[src/rtl/dvsd_8216d1_if.sv]
// Start/done handshake bundle for the 16/8 restoring divider.
// The master drives the request and operands; the slave returns status and the result.
interface dvsd_8216d1_if;
  logic        start;
  logic [15:0] m;
  logic [7:0]  b;
  logic        busy;
  logic        done;
  logic [15:0] q;
  logic [7:0]  r;
  logic        dz;

  modport master (output start, m, b, input busy, done, q, r, dz);
  modport slave  (input start, m, b, output busy, done, q, r, dz);
endinterface

[src/rtl/dvsd_8216d1.sv]
// Sequential 16-bit / 8-bit unsigned restoring divider, one quotient bit per clock.
// A zero divisor runs the full 16 iterations, then reports q=FFFF and r=m[7:0] with dz set.
module dvsd_8216d1 (
  input  logic          clk,
  input  logic          rst_n,
  dvsd_8216d1_if.slave  bus
);
  typedef enum logic [1:0] {S_IDLE = 2'd0, S_RUN = 2'd1, S_FIN = 2'd2} state_t;

  state_t      r_state;
  logic [15:0] r_dvd;
  logic [14:0] r_quo;
  logic [7:0]  r_dvs;
  logic [7:0]  r_pr;
  logic [7:0]  r_mlo;
  logic [3:0]  r_cnt;
  logic        r_busy;
  logic        r_done;
  logic [15:0] r_q;
  logic [7:0]  r_r;
  logic        r_dz;

  logic [8:0]  w_shift;
  logic        w_ge;
  logic [7:0]  w_diff;
  logic [7:0]  w_rem;
  logic [15:0] w_quo;
  logic        w_zero;

  // The 9-bit partial remainder only exists as the shifted value; after the
  // restore step it is always below the divisor, so 8 stored bits suffice.
  assign w_shift = {r_pr, r_dvd[15]};
  assign w_ge    = (w_shift >= {1'b0, r_dvs});
  assign w_diff  = w_shift[7:0] - r_dvs;
  assign w_rem   = w_ge ? w_diff : w_shift[7:0];
  assign w_quo   = {r_quo, w_ge};
  assign w_zero  = (r_dvs == 8'd0);

  always_ff @(posedge clk or negedge rst_n) begin
    if (!rst_n) begin
      r_state <= S_IDLE;
      r_dvd   <= '0;
      r_quo   <= '0;
      r_dvs   <= '0;
      r_pr    <= '0;
      r_mlo   <= '0;
      r_cnt   <= '0;
      r_busy  <= 1'b0;
      r_done  <= 1'b0;
      r_q     <= '0;
      r_r     <= '0;
      r_dz    <= 1'b0;
    end else begin
      r_done <= 1'b0;
      case (r_state)
        S_RUN: begin
          r_dvd <= {r_dvd[14:0], 1'b0};
          r_pr  <= w_rem;
          r_quo <= w_quo[14:0];
          if (r_cnt == 4'd0) begin
            r_state <= S_FIN;
            r_busy  <= 1'b0;
            r_done  <= 1'b1;
            r_dz    <= w_zero;
            r_q     <= w_zero ? 16'hFFFF : w_quo;
            r_r     <= w_zero ? r_mlo : w_rem;
          end else begin
            r_cnt <= r_cnt - 4'd1;
          end
        end
        default: begin
          // IDLE and FIN both accept a new request
          if (bus.start) begin
            r_state <= S_RUN;
            r_busy  <= 1'b1;
            r_dvd   <= bus.m;
            r_mlo   <= bus.m[7:0];
            r_dvs   <= bus.b;
            r_pr    <= '0;
            r_quo   <= '0;
            r_cnt   <= 4'd15;
          end else begin
            r_state <= S_IDLE;
            r_busy  <= 1'b0;
          end
        end
      endcase
    end
  end

  assign bus.busy = r_busy;
  assign bus.done = r_done;
  assign bus.q    = r_q;
  assign bus.r    = r_r;
  assign bus.dz   = r_dz;
endmodule

[src/flat_wrapper.sv]
// flat-port wrapper written by rule: the top's interface ports become plain ports
module dvsd_8216d1_flat 
  (clk, rst_n, bus_start, bus_m, bus_b, bus_busy, bus_done, bus_q, bus_r, bus_dz);
  dvsd_8216d1_if bus_i ();
  input  logic clk;
  input  logic rst_n;
  input wire logic [$bits(bus_i.start)-1:0] bus_start;
  input wire logic [$bits(bus_i.m)-1:0] bus_m;
  input wire logic [$bits(bus_i.b)-1:0] bus_b;
  output wire logic [$bits(bus_i.busy)-1:0] bus_busy;
  output wire logic [$bits(bus_i.done)-1:0] bus_done;
  output wire logic [$bits(bus_i.q)-1:0] bus_q;
  output wire logic [$bits(bus_i.r)-1:0] bus_r;
  output wire logic [$bits(bus_i.dz)-1:0] bus_dz;
  assign bus_i.start = bus_start;
  assign bus_i.m = bus_m;
  assign bus_i.b = bus_b;
  assign bus_busy = bus_i.busy;
  assign bus_done = bus_i.done;
  assign bus_q = bus_i.q;
  assign bus_r = bus_i.r;
  assign bus_dz = bus_i.dz;
  dvsd_8216d1 u_core (.clk(clk), .rst_n(rst_n), .bus(bus_i));
endmodule
[config.mk]
export PLATFORM = sky130hd
export DESIGN_NAME = dvsd_8216d1_flat
export DESIGN_NICKNAME = d
export VERILOG_FILES = /design/src/rtl/dvsd_8216d1_if.sv /design/src/rtl/dvsd_8216d1.sv /design/src/flat_wrapper.sv
export SDC_FILE = /design/constraint.sdc
export NUM_CORES = 1
export LEC_CHECK = 0
export BUFFER_PORTS_ARGS = -buffer_cell sky130_fd_sc_hd__clkbuf_2
export CAP_MARGIN = 20
export CORE_ASPECT_RATIO = 1.25
export CORE_MARGIN = 5
export CORE_UTILIZATION = 30
export CTS_BUF_LIST = sky130_fd_sc_hd__clkbuf_8
export DETAILED_ROUTE_END_ITERATION = 12
export PLACE_DENSITY_LB_ADDON = 0.05
export SLEW_MARGIN = 20
export SYNTH_ARGS = -nofsm -noshare
export SYNTH_HDL_FRONTEND = slang
export SYNTH_SLANG_ARGS = --single-unit
export TNS_END_PERCENT = 1
[constraint.sdc]
create_clock -name clk -period 5.16 [get_ports clk]
set_clock_uncertainty 0.05 [all_clocks]
set_input_delay 1.032 -clock clk [delete_from_list [all_inputs] [get_ports clk]]
set_output_delay 1.032 -clock clk [all_outputs]
set_load 0.02 [all_outputs]
Yosys cells after proc, flatten, opt, wreduce, memory -nomap -nowiden:

Cells that the tools add are included.

* memory bits (writable): 0
* memories: 0
* bits of input ports: 27
* latch bits: 0
* bits in read-only memories: 0
* register bits after elaboration: 88

* shift operators: 0
* mux-type cells: 20
* multiply operators: 0
* divide/modulo/power cells: 0
* order comparisons: 1
* $add $sub $neg: 2
* eq/ne operators: 3
* reductions and logical operators: 6
* bitwise operators: 1

Operators with widths (number)
* $mux W16: 3
* $mux W8: 4
* $mux W15: 2
* $mux W4: 3
* $ge A9 B8 Y1: 1
* $logic_not A8 Y1: 1
* $sub A8 B8 Y8: 1
* $mux W1: 6
* $reduce_and A2 Y1: 3
* $logic_not A4 Y1: 1
* $mux W2: 2
* $sub A4 B1 Y4 const B: 1
* $eq A2 B1 Y1 const B: 1
* $ne A2 B1 Y1 const B: 1
* $ne A2 B2 Y1 const B: 1
* $reduce_bool A2 Y1: 1
* $not A1 Y1: 1

Logic depth before layout (Yosys ltp):

Gate-level depths: netlist of the first run.

* word-level depth: 3
* mapped depth: 9
* gate-level depth less buffers: 9

Worst setup path before layout of the first run:

Ideal clock, no wire load.

* path kind: input port to flip-flop
* from: in bus_start
* to: reg u_core.r_dvs[7]
* path buffers: 2
* setup time: 125 ps
* path slack: 3033 ps
* arrival time: 1953 ps
* data required time: 4985 ps
* stages on the path: 4
* path through: clkbuf_1 nand2_1 buf_2 mux2_2

* word-level cells in the longest chain between the ends: 1

Ends and longest elaborated chain
* start, declared: line flat_wrapper.sv:7 `input wire logic [$bits(bus_i.start)-1:0] bus_start;`
* $reduce_and A2 Y1 (no source line)
* end signal, assigned: line dvsd_8216d1.sv:78 `r_dvs <= bus.b;`
* end, declared: line dvsd_8216d1.sv:13 `logic [7:0] r_dvs;`

Every way passes these cells.
A chain may end at the register's enable or synchronous reset.

Worst setup path after layout of the first run:

* from: in bus_start
* to: reg u_core.r_dvs[0]

Same word-level chain as after synthesis.

==> results_tabular.tex, run 1 <==
\begin{tabular}{lr}
\hline
Metric & Value \\
\hline
\multicolumn{2}{l}{\textbf{Route}} \\
\quad DRC Markers & 0 \\
\quad Drt wl/cell & 16.0 microns \\
\quad Pre-Repair DR Iteration Count & 4 \\
\quad Detail Route Antenna Nets & 0 \\
\quad Vias after detailed routing & around 2800 \\
\quad Detailed-route wire length & 9310 microns \\
\quad First-iteration detailed-routing DRC count & 108 \\
\quad Via count normalized by instance count & around 4.8 \\
\multicolumn{2}{l}{\textbf{Clocking}} \\
\quad Buffers from clock root to sink, at most & 2 \\
\quad Number of post-CTS setup repair buffers & 0 \\
\quad Number of H-tree levels & 3 \\
\quad Clock latency on the worst-skew pair & 360 ps \\
\quad Clock tree from TritonCTS & built \\
\quad CTS Root Buffer Type & clkbuf\_8 \\
\quad Number of buffers created by CTS & 9 \\
\quad Num Clock Sinks & 87 \\
\quad CTS clock-pin slew for the worst setup and hold paths & 80 ps \\
\quad Cts repair resizes & 0 \\
\quad Hold Buf Count CTS & 0 \\
\multicolumn{2}{l}{\textbf{Setup path}} \\
\quad Crit path max-delay family & simple AND/OR/NAND/NOR gates \\
\quad Largest fanout on the critical path & 41 \\
\quad Register-to-Register Path Depth & 6 \\
\quad Critical-path cell with the highest stage delay & nand2\_1 \\
\quad Crit path depth & 3 \\
\quad Signal arrival time at the worst endpoint & 3000 ps \\
\quad R2r setup slk & 2550 ps \\
\quad List of cells traversed by the critical path & clkbuf\_2, nand2\_1, mux2\_2 \\
\quad Slowest cell delay on critical path & 750 ps \\
\quad CP Capture Type & register \\
\quad Startpoint type of the worst setup path & primary input \\
\quad Req. time, crit path & 5350 ps \\
\quad Combined buffer and inverter count along the critical path & 1 \\
\quad Path type of the worst setup path & in2reg \\
\multicolumn{2}{l}{\textbf{Synth}} \\
\quad Synth Warn \# & 0 \\
\quad Most used flip-flop cell after synthesis & dfrtp\_1 \\
\quad Part of the Yosys area used for sequential elements & 54.9\% \\
\quad Synthesized area per cell & between 10 and 15 sq um \\
\quad Share of async-settable or async-resettable flops after synthesis & 100\% \\
\quad Cell variety after synth & 42 \\
\quad Post-Synthesis Cells & 358 \\
\quad Top cells by area, synth & dfrtp\_1 55\%, nand2\_1 5.4\%, mux2i\_1 5.0\% \\
\quad Biggest area consumer among synthesized cells & dfrtp\_1 \\
\quad Syn\_nets & 396 \\
\quad Area share of the leading cell type in the synthesized netlist & 54.9\% \\
\quad Number of flip-flops and latches in the synthesized netlist & 87 \\
\quad Post-Syn Area & just under 4000 sq um \\
\quad EDFF count, synth & 0 \\
\multicolumn{2}{l}{\textbf{Layout}} \\
\quad Final-layout fill cell count & 1369 \\
\quad Antenna diodes & 0 \\
\quad Syn-to-layout area delta & 15.9\% \\
\quad Fraction of layout instances using a drive strength above 1 & roughly a quarter \\
\quad Final design instance area without fill & 4600 sq um \\
\quad Net count, final & around 450 \\
\quad Sequential cell area & 2180 sq um \\
\quad Total area of multi-input combinational cells & about 1700 sq um \\
\multicolumn{2}{l}{\textbf{Die}} \\
\quad Horizontal die dimension & 113 microns \\
\quad Area of the die & 15600 sq um \\
\quad Row count & 47 \\
\quad Std-Cell Core Area & between 10000 and 15000 sq um \\
\quad Floorplan die height & between 100 and 150 microns \\
\quad Number of top-level pins & 54 \\
\quad Initial core utilization & roughly 30\% \\
\multicolumn{2}{l}{\textbf{Timing}} \\
\quad Shortest clock period the worst path allows after layout & 2810 ps \\
\quad Final Hold Violating Endpoints & 0 \\
\quad Final TNS setup & 0 ps \\
\quad Fmax & between 300 and 400 MHz \\
\quad RSZ-0062 raised after global routing & no \\
\quad Tightest Pin Transition & 977 ps \\
\quad Total count of max-transition violations in the final report & 0 \\
\quad Tightest slew margin relative to the limit & 34.9\% \\
\quad Final cycle utilization of the critical path & 54.5\% \\
\quad Final setup vio count & 0 \\
\multicolumn{2}{l}{\textbf{Global route}} \\
\quad Pin count of the biggest net entering global routing & 53 \\
\quad Number of antenna violations at the first check in global routing & 0 \\
\quad Global route overflow & 0 \\
\quad Vias in the first global route & 2983 \\
\quad GRT Resource Usage Total & 12.4\% \\
\quad Wire length of the first global-routing pass & 15600 microns \\
\multicolumn{2}{l}{\textbf{Pwr}} \\
\quad Worst voltage drop across the vdd grid & 202 uV \\
\quad Static power due to leakage & approximately 2.2 nW \\
\quad Pwr/cell area & 694 nW/um\^{}2 \\
\multicolumn{2}{l}{\textbf{Place}} \\
\quad Routability-driven placement congestion ratio & 0.710 \\
\quad Placed cell areas & 4400 sq um \\
\quad DP Wirelength & 6400 microns \\
\quad Count of buffers inserted at the top-level ports & 53 \\
\multicolumn{2}{l}{\textbf{Flow run}} \\
\quad Maximum capacitance violations & 0 \\
\multicolumn{2}{l}{\textbf{Hold path}} \\
\quad Worst hold path type & reg2reg \\
\quad Hold path depth & 2 \\
\multicolumn{2}{l}{\textbf{Status}} \\
\quad Result of the run & finished, final reports clean \\
\hline
\end{tabular}
[cell usage after synthesis, types with 2 or more instances]
library cell and instances:
a21oi_1 11, a22oi_1 3, a32oi_1 2, and2_1 3
and3_1 2, buf_2 5, clkbuf_1 12, dfrtp_1 87
ha_1 10, inv_1 13, mux2_2 16, mux2_4 2
mux2i_1 20, nand2_1 57, nand2b_1 4, nand3b_1 22
nor2_1 11, nor2_2 2, nor4_1 2, o21ai_0 26
o21ai_2 4, o22a_1 16, o22ai_1 5, or3_1 3
xnor2_1 2, xor2_1 2
[path summary, 6_finish.rpt]
path / from / endpoint
setup / recovery: bus_start / u_core.r_dvs[0]$_DFFE_PN0P_
setup reg to reg: u_core.r_state[0]$_DFFE_PN0P_ / u_core.bus.q[7]$_DFFE_PN0P_
min in group asynchronous: rst_n / u_core.r_cnt[2]$_DFFE_PN0P_
max in group asynchronous: rst_n / u_core.r_pr[7]$_DFFE_PN0P_
hold / removal: u_core.r_dvd[4]$_DFFE_PN0P_ / u_core.r_dvd[5]$_DFFE_PN0P_
hold reg to reg: u_core.r_dvd[4]$_DFFE_PN0P_ / u_core.r_dvd[5]$_DFFE_PN0P_
[cells in the final DEF, fill, tap and decap left out, types with 2 or more instances in the layout]
master | synthesis | final
o22ai_1 | 5 | 5
mux2i_1 | 20 | 20
o21ai_0 | 26 | 26
ha_1 | 10 | 10
xor2_1 | 2 | 2
nor4_1 | 2 | 2
nor2_2 | 2 | 2
nor2_1 | 11 | 11
nand2_1 | 57 | 57
o21ai_2 | 4 | 4
a21oi_1 | 11 | 11
dfrtp_1 | 87 | 87
and2_1 | 3 | 3
clkbuf_2 | 0 | 52
mux2_4 | 2 | 2
and3_1 | 2 | 2
o22a_1 | 16 | 16
mux2_2 | 16 | 16
nand3b_1 | 22 | 22
buf_4 | 0 | 4
or3_1 | 3 | 3
inv_1 | 13 | 14
nand2b_1 | 4 | 4
clkbuf_8 | 0 | 11
a32oi_1 | 2 | 2
xnor2_1 | 2 | 2
a22oi_1 | 3 | 3
[cell type report]
cell class / instances / area share [%]
tap: 171 / 4.65
timing repair buffer: 56 / 6.31
clock inverter: 4 / 1.01
multi-input combinational: 239 / 36.2
inverter: 14 / 1.14
clock buffer: 11 / 3.29
sequential: 87 / 47.3
[logic make-up after synthesis]
group,Yosys count,share of synthesized area (%)
compound gates,74,12.8
xor+xnor,4,0.883
fa+ha+maj,11,3.66
buf+inv,32,3.18
flops,87,54.9
mux,38,10.3
simple gates,112,14.3
[through the flow]
| stage | hold slack, ps | worst slack, ps | util [%] | power (mW) | std cells |
|---|---|---|---|---|---|
| after global routing | 468 | 2190 | 35.1 | 3.48 | 582 |
| final | 439 | 2350 | 35.1 | 3.19 | 582 |
| after floorplan | 399 | 3030 | - | 2.31 | 358 |
| after detailed placement | 420 | 1890 | 33.6 | 2.76 | 567 |
| after global placement | 415 | 1930 | 33.6 | 2.73 | 567 |
| after CTS | 442 | 2280 | 35.1 | 3.26 | 582 |
[sequential cells by signal, summed over array words and instances, names as in the netlist]
signal           cells
u_core.bus.q        16
u_core.r_dvs         8
u_core.r_dvd        16
u_core.bus.r         8
u_core.bus.dz        1
u_core.r_cnt         4
u_core.r_state       2
u_core.r_mlo         8
u_core.bus.done      1
u_core.r_quo        15
u_core.r_pr          8
[worst register-to-register path: stages (launching register included)]
cell and delay [ps]:
dfrtp_1 380, nor2b_2 140, buf_4 400, nand2_1 320, inv_2 470, nand2_2 420, o22a_1 310
[power by group]
group	switching [mW]	leakage, nW	internal [mW]
Sequential	0.220	1.06	1.01
Combinational	0.849	1.02	0.624
Clock	0.241	0.103	0.245
[routing by layer]
layer  up-vias  routed length [microns]  track usage, %
li1       1354                        -               -
met2        58                     4620            20.8
met1      1374                     4150            15.5
met5         -                        0               0
met3        13                      356            2.71
met4         0                      183            5.00
(Power assumes the default switching activity.)
==> run 2, diff against run 1 <==
clock period = 2.8 ns   (was 5.16 ns; I/O delays follow)
==> run 2 against run 1 <==
Against the previous run: routed wire length grew 7.4%; worst setup slack got worse by 1900 ps; sequential power rose by 86%; highest routed layer unchanged; critical path type is now reg2reg.
==> results_tabular.tex, run 2 (synthesis gave the netlist of run 1 again) <==
\begin{tabular}{lr}
\hline
Metric & Value \\
\hline
\multicolumn{2}{l}{\textbf{Status}} \\
\quad Result of the run & finished, final reports clean \\
\multicolumn{2}{l}{\textbf{Clocking}} \\
\quad Cts repair resizes & 0 \\
\quad Number of post-CTS setup repair buffers & 0 \\
\quad Num Clock Sinks & 87 \\
\quad CTS clock-pin slew for the worst setup and hold paths & about 100 ps \\
\quad CTS Root Buffer Type & clkbuf\_8 \\
\quad Number of H-tree levels & 3 \\
\quad Clock latency on the worst-skew pair & around 370 ps \\
\quad Buffers from clock root to sink, at most & 2 \\
\quad Number of buffers created by CTS & 9 \\
\quad Clock tree from TritonCTS & built \\
\quad Hold Buf Count CTS & 0 \\
\multicolumn{2}{l}{\textbf{Route}} \\
\quad DRC Markers & 0 \\
\quad Via count normalized by instance count & 4.75 \\
\quad First-iteration detailed-routing DRC count & 122 \\
\quad Detailed-route wire length & approximately 10000 microns \\
\quad Detail Route Antenna Nets & 0 \\
\quad Pre-Repair DR Iteration Count & 4 \\
\quad Vias after detailed routing & 2789 \\
\quad Drt wl/cell & 17.0 microns \\
\multicolumn{2}{l}{\textbf{Pwr}} \\
\quad Pwr/cell area & 1300 nW/um\^{}2 \\
\quad Sequential cell fraction of total power & 37.9\% \\
\quad Part of the total power dissipated in combinational logic & 45.6\% \\
\quad Portion of total power attributed to the clock network & between 15 and 20\% \\
\quad Switching Power & 2.50 mW \\
\quad Total internal power & 3.55 mW \\
\quad Worst voltage drop across the vdd grid & 414 uV \\
\quad Switching power share of the total & 41.3\% \\
\quad Static power due to leakage & roughly 2.2 nW \\
\quad Final total power & 6.04 mW \\
\multicolumn{2}{l}{\textbf{Layout}} \\
\quad Syn-to-layout area delta & 17.5\% \\
\quad Fraction of layout instances using a drive strength above 1 & about 26\% \\
\quad Leading cell type in the layout, fill and taps excluded & dfrtp\_1 \\
\quad Final core utilization & between 30\% and 40\% \\
\quad Antenna diodes & 0 \\
\quad Final design instance area without fill & 4660 sq um \\
\quad Net count, final & 449 \\
\quad Final standard cell count with taps included and fillers excluded & roughly 590 \\
\quad Most frequent cells in the layout & 87 x dfrtp\_1, 57 x nand2\_1, 52 x clkbuf\_2 \\
\multicolumn{2}{l}{\textbf{Setup path}} \\
\quad Startpoint of the worst setup timing path & u\_core.r\_dvd[15]\$\_DFFE\_PN0P\_ \\
\quad Startpoint type of the worst setup path & register \\
\quad R2r setup slk & 480 ps \\
\quad Signal arrival time at the worst endpoint & 2500 ps \\
\quad Register-to-Register Path Depth & 9 \\
\quad CP Capture Type & register \\
\quad Largest fanout on the critical path & 2 \\
\quad List of cells traversed by the critical path & inv\_1, ha\_1, fa\_1, nand2b\_1, a21oi\_1, o21a\_1, o21ai\_0, a32oi\_1, a21oi\_1 \\
\quad Path type of the worst setup path & reg2reg \\
\quad Critical-path cell with the highest stage delay & dfrtp\_1 \\
\quad Most used cell, CP & a21oi\_1 \\
\quad Req. time, crit path & 2980 ps \\
\quad Crit path depth & 9 \\
\quad Source of the worst register-to-register timing path & u\_core.r\_dvd[15]\$\_DFFE\_PN0P\_ \\
\quad Combined buffer and inverter count along the critical path & 1 \\
\quad Slowest cell delay on critical path & 400 ps \\
\quad Crit path max-delay family & compound AO/OA/AOI/OAI gates \\
\quad Endpoint of the worst setup timing path & u\_core.bus.r[6]\$\_DFFE\_PN0P\_ \\
\quad Reg-to-reg endpoint & u\_core.bus.r[6]\$\_DFFE\_PN0P\_ \\
\multicolumn{2}{l}{\textbf{Flow run}} \\
\quad Maximum capacitance violations & 0 \\
\multicolumn{2}{l}{\textbf{Global route}} \\
\quad Layer with the highest usage & met2 \\
\quad Number of antenna violations at the first check in global routing & 0 \\
\quad GR Layer Usage met1 & 16.9\% \\
\quad Global route overflow & 0 \\
\quad Met2 usage in global routing & 22.5\% \\
\quad GRT Resource Usage Total & 13.4\% \\
\quad Global-route track usage on met3 & under 10\% \\
\quad Pin count of the biggest net entering global routing & 49 \\
\quad Wire length of the first global-routing pass & approximately 17000 microns \\
\quad Vias in the first global route & 3055 \\
\multicolumn{2}{l}{\textbf{Place}} \\
\quad Routability-driven placement congestion ratio & 0.753 \\
\quad DP Wirelength & 6970 microns \\
\quad Post-place setup slack & $\sim$470 ps \\
\quad Placed cell areas & 4440 sq um \\
\quad Count of buffers inserted at the top-level ports & 53 \\
\quad Count of placed standard cells including taps & around 570 \\
\multicolumn{2}{l}{\textbf{Timing}} \\
\quad Total count of max-transition violations in the final report & 0 \\
\quad Fmax & approximately 430 MHz \\
\quad Final TNS setup & 0 ps \\
\quad Final setup vio count & 0 \\
\quad Tightest Pin Transition & 644 ps \\
\quad Final cycle utilization of the critical path & $\sim$83\% \\
\quad Tightest slew margin relative to the limit & 57.1\% \\
\quad RSZ-0062 raised after global routing & no \\
\quad Final Hold Violating Endpoints & 0 \\
\quad Shortest clock period the worst path allows after layout & around 2300 ps \\
\quad Worst hold slack after final layout & 156 ps \\
\quad Setup slack after layout & 483 ps \\
\multicolumn{2}{l}{\textbf{Die}} \\
\quad Initial core utilization & 30.3\% \\
\quad Row count & 47 \\
\quad Floorplan die height & between 100 and 150 microns \\
\quad Number of top-level pins & 54 \\
\quad Horizontal die dimension & approximately 110 microns \\
\quad Std-Cell Core Area & 13100 sq um \\
\quad Area of the die & 15600 sq um \\
\multicolumn{2}{l}{\textbf{Hold path}} \\
\quad Worst hold path type & in2async \\
\hline
\end{tabular}
[run 2: cell count changes in the layout (fill, tap and decap cells not counted), sizes merged]
cell	previous run	this run
clkinvlp	1	0
buf	4	8
clkinv	1	2
clkbuf	63	62
bufinv	1	2
inv	15	16
[run 2: area by class of cell]
class | instances | area, sq um
Fill cell | 1334 | 8450
Sequential cell | 87 | 2180
Multi-Input combinational cell | 239 | 1670
Timing Repair Buffer | 60 | 333
Tap cell | 171 | 214
Clock buffer | 10 | 138
Clock inverter | 6 | 82.6
Inverter | 14 | 52.6
[run 2: worst min path at each step]
stage	to	cells past startpoint	slack, ps	start
floorplan	u_core.bus.done$_DFF_PN0_	0	210	rst_n
global placement	u_core.r_dvd[1]$_DFFE_PN0P_	2	410	u_core.r_dvd[0]$_DFFE_PN0P_
detailed placement	u_core.r_dvd[1]$_DFFE_PN0P_	2	420	u_core.r_dvd[0]$_DFFE_PN0P_
CTS	u_core.r_dvs[2]$_DFFE_PN0P_	1	180	rst_n
global route	u_core.r_dvs[2]$_DFFE_PN0P_	1	200	rst_n
finish	u_core.r_dvs[2]$_DFFE_PN0P_	1	160	rst_n
[run 2: layer usage]
layer / wire [microns] / vias to the layer above
li1: - / 1352
met1: 4530 / 1386
met2: 5000 / 38
met3: 319 / 13
met4: 145 / 0
met5: 0 / -
[run 2: power groups by stage]
stage	registers (mW)	logic (mW)	clock network [mW]
6_report	2.29	2.75	0.996
5_1_grt	2.37	3.13	1.08
4_1_cts	2.31	2.83	1.03
3_5_place_dp	2.33	2.81	0
3_3_place_gp	2.34	2.78	0
2_1_floorplan	2.41	1.86	0
[run 2: worst register-to-register path: stages, from the launching register on]
cell      delay, ps
dfrtp_1         400
inv_1            70
ha_1            210
fa_1            400
nand2b_1        200
a21oi_1         210
o21a_1          150
o21ai_0          70
a32oi_1         300
a21oi_1         120
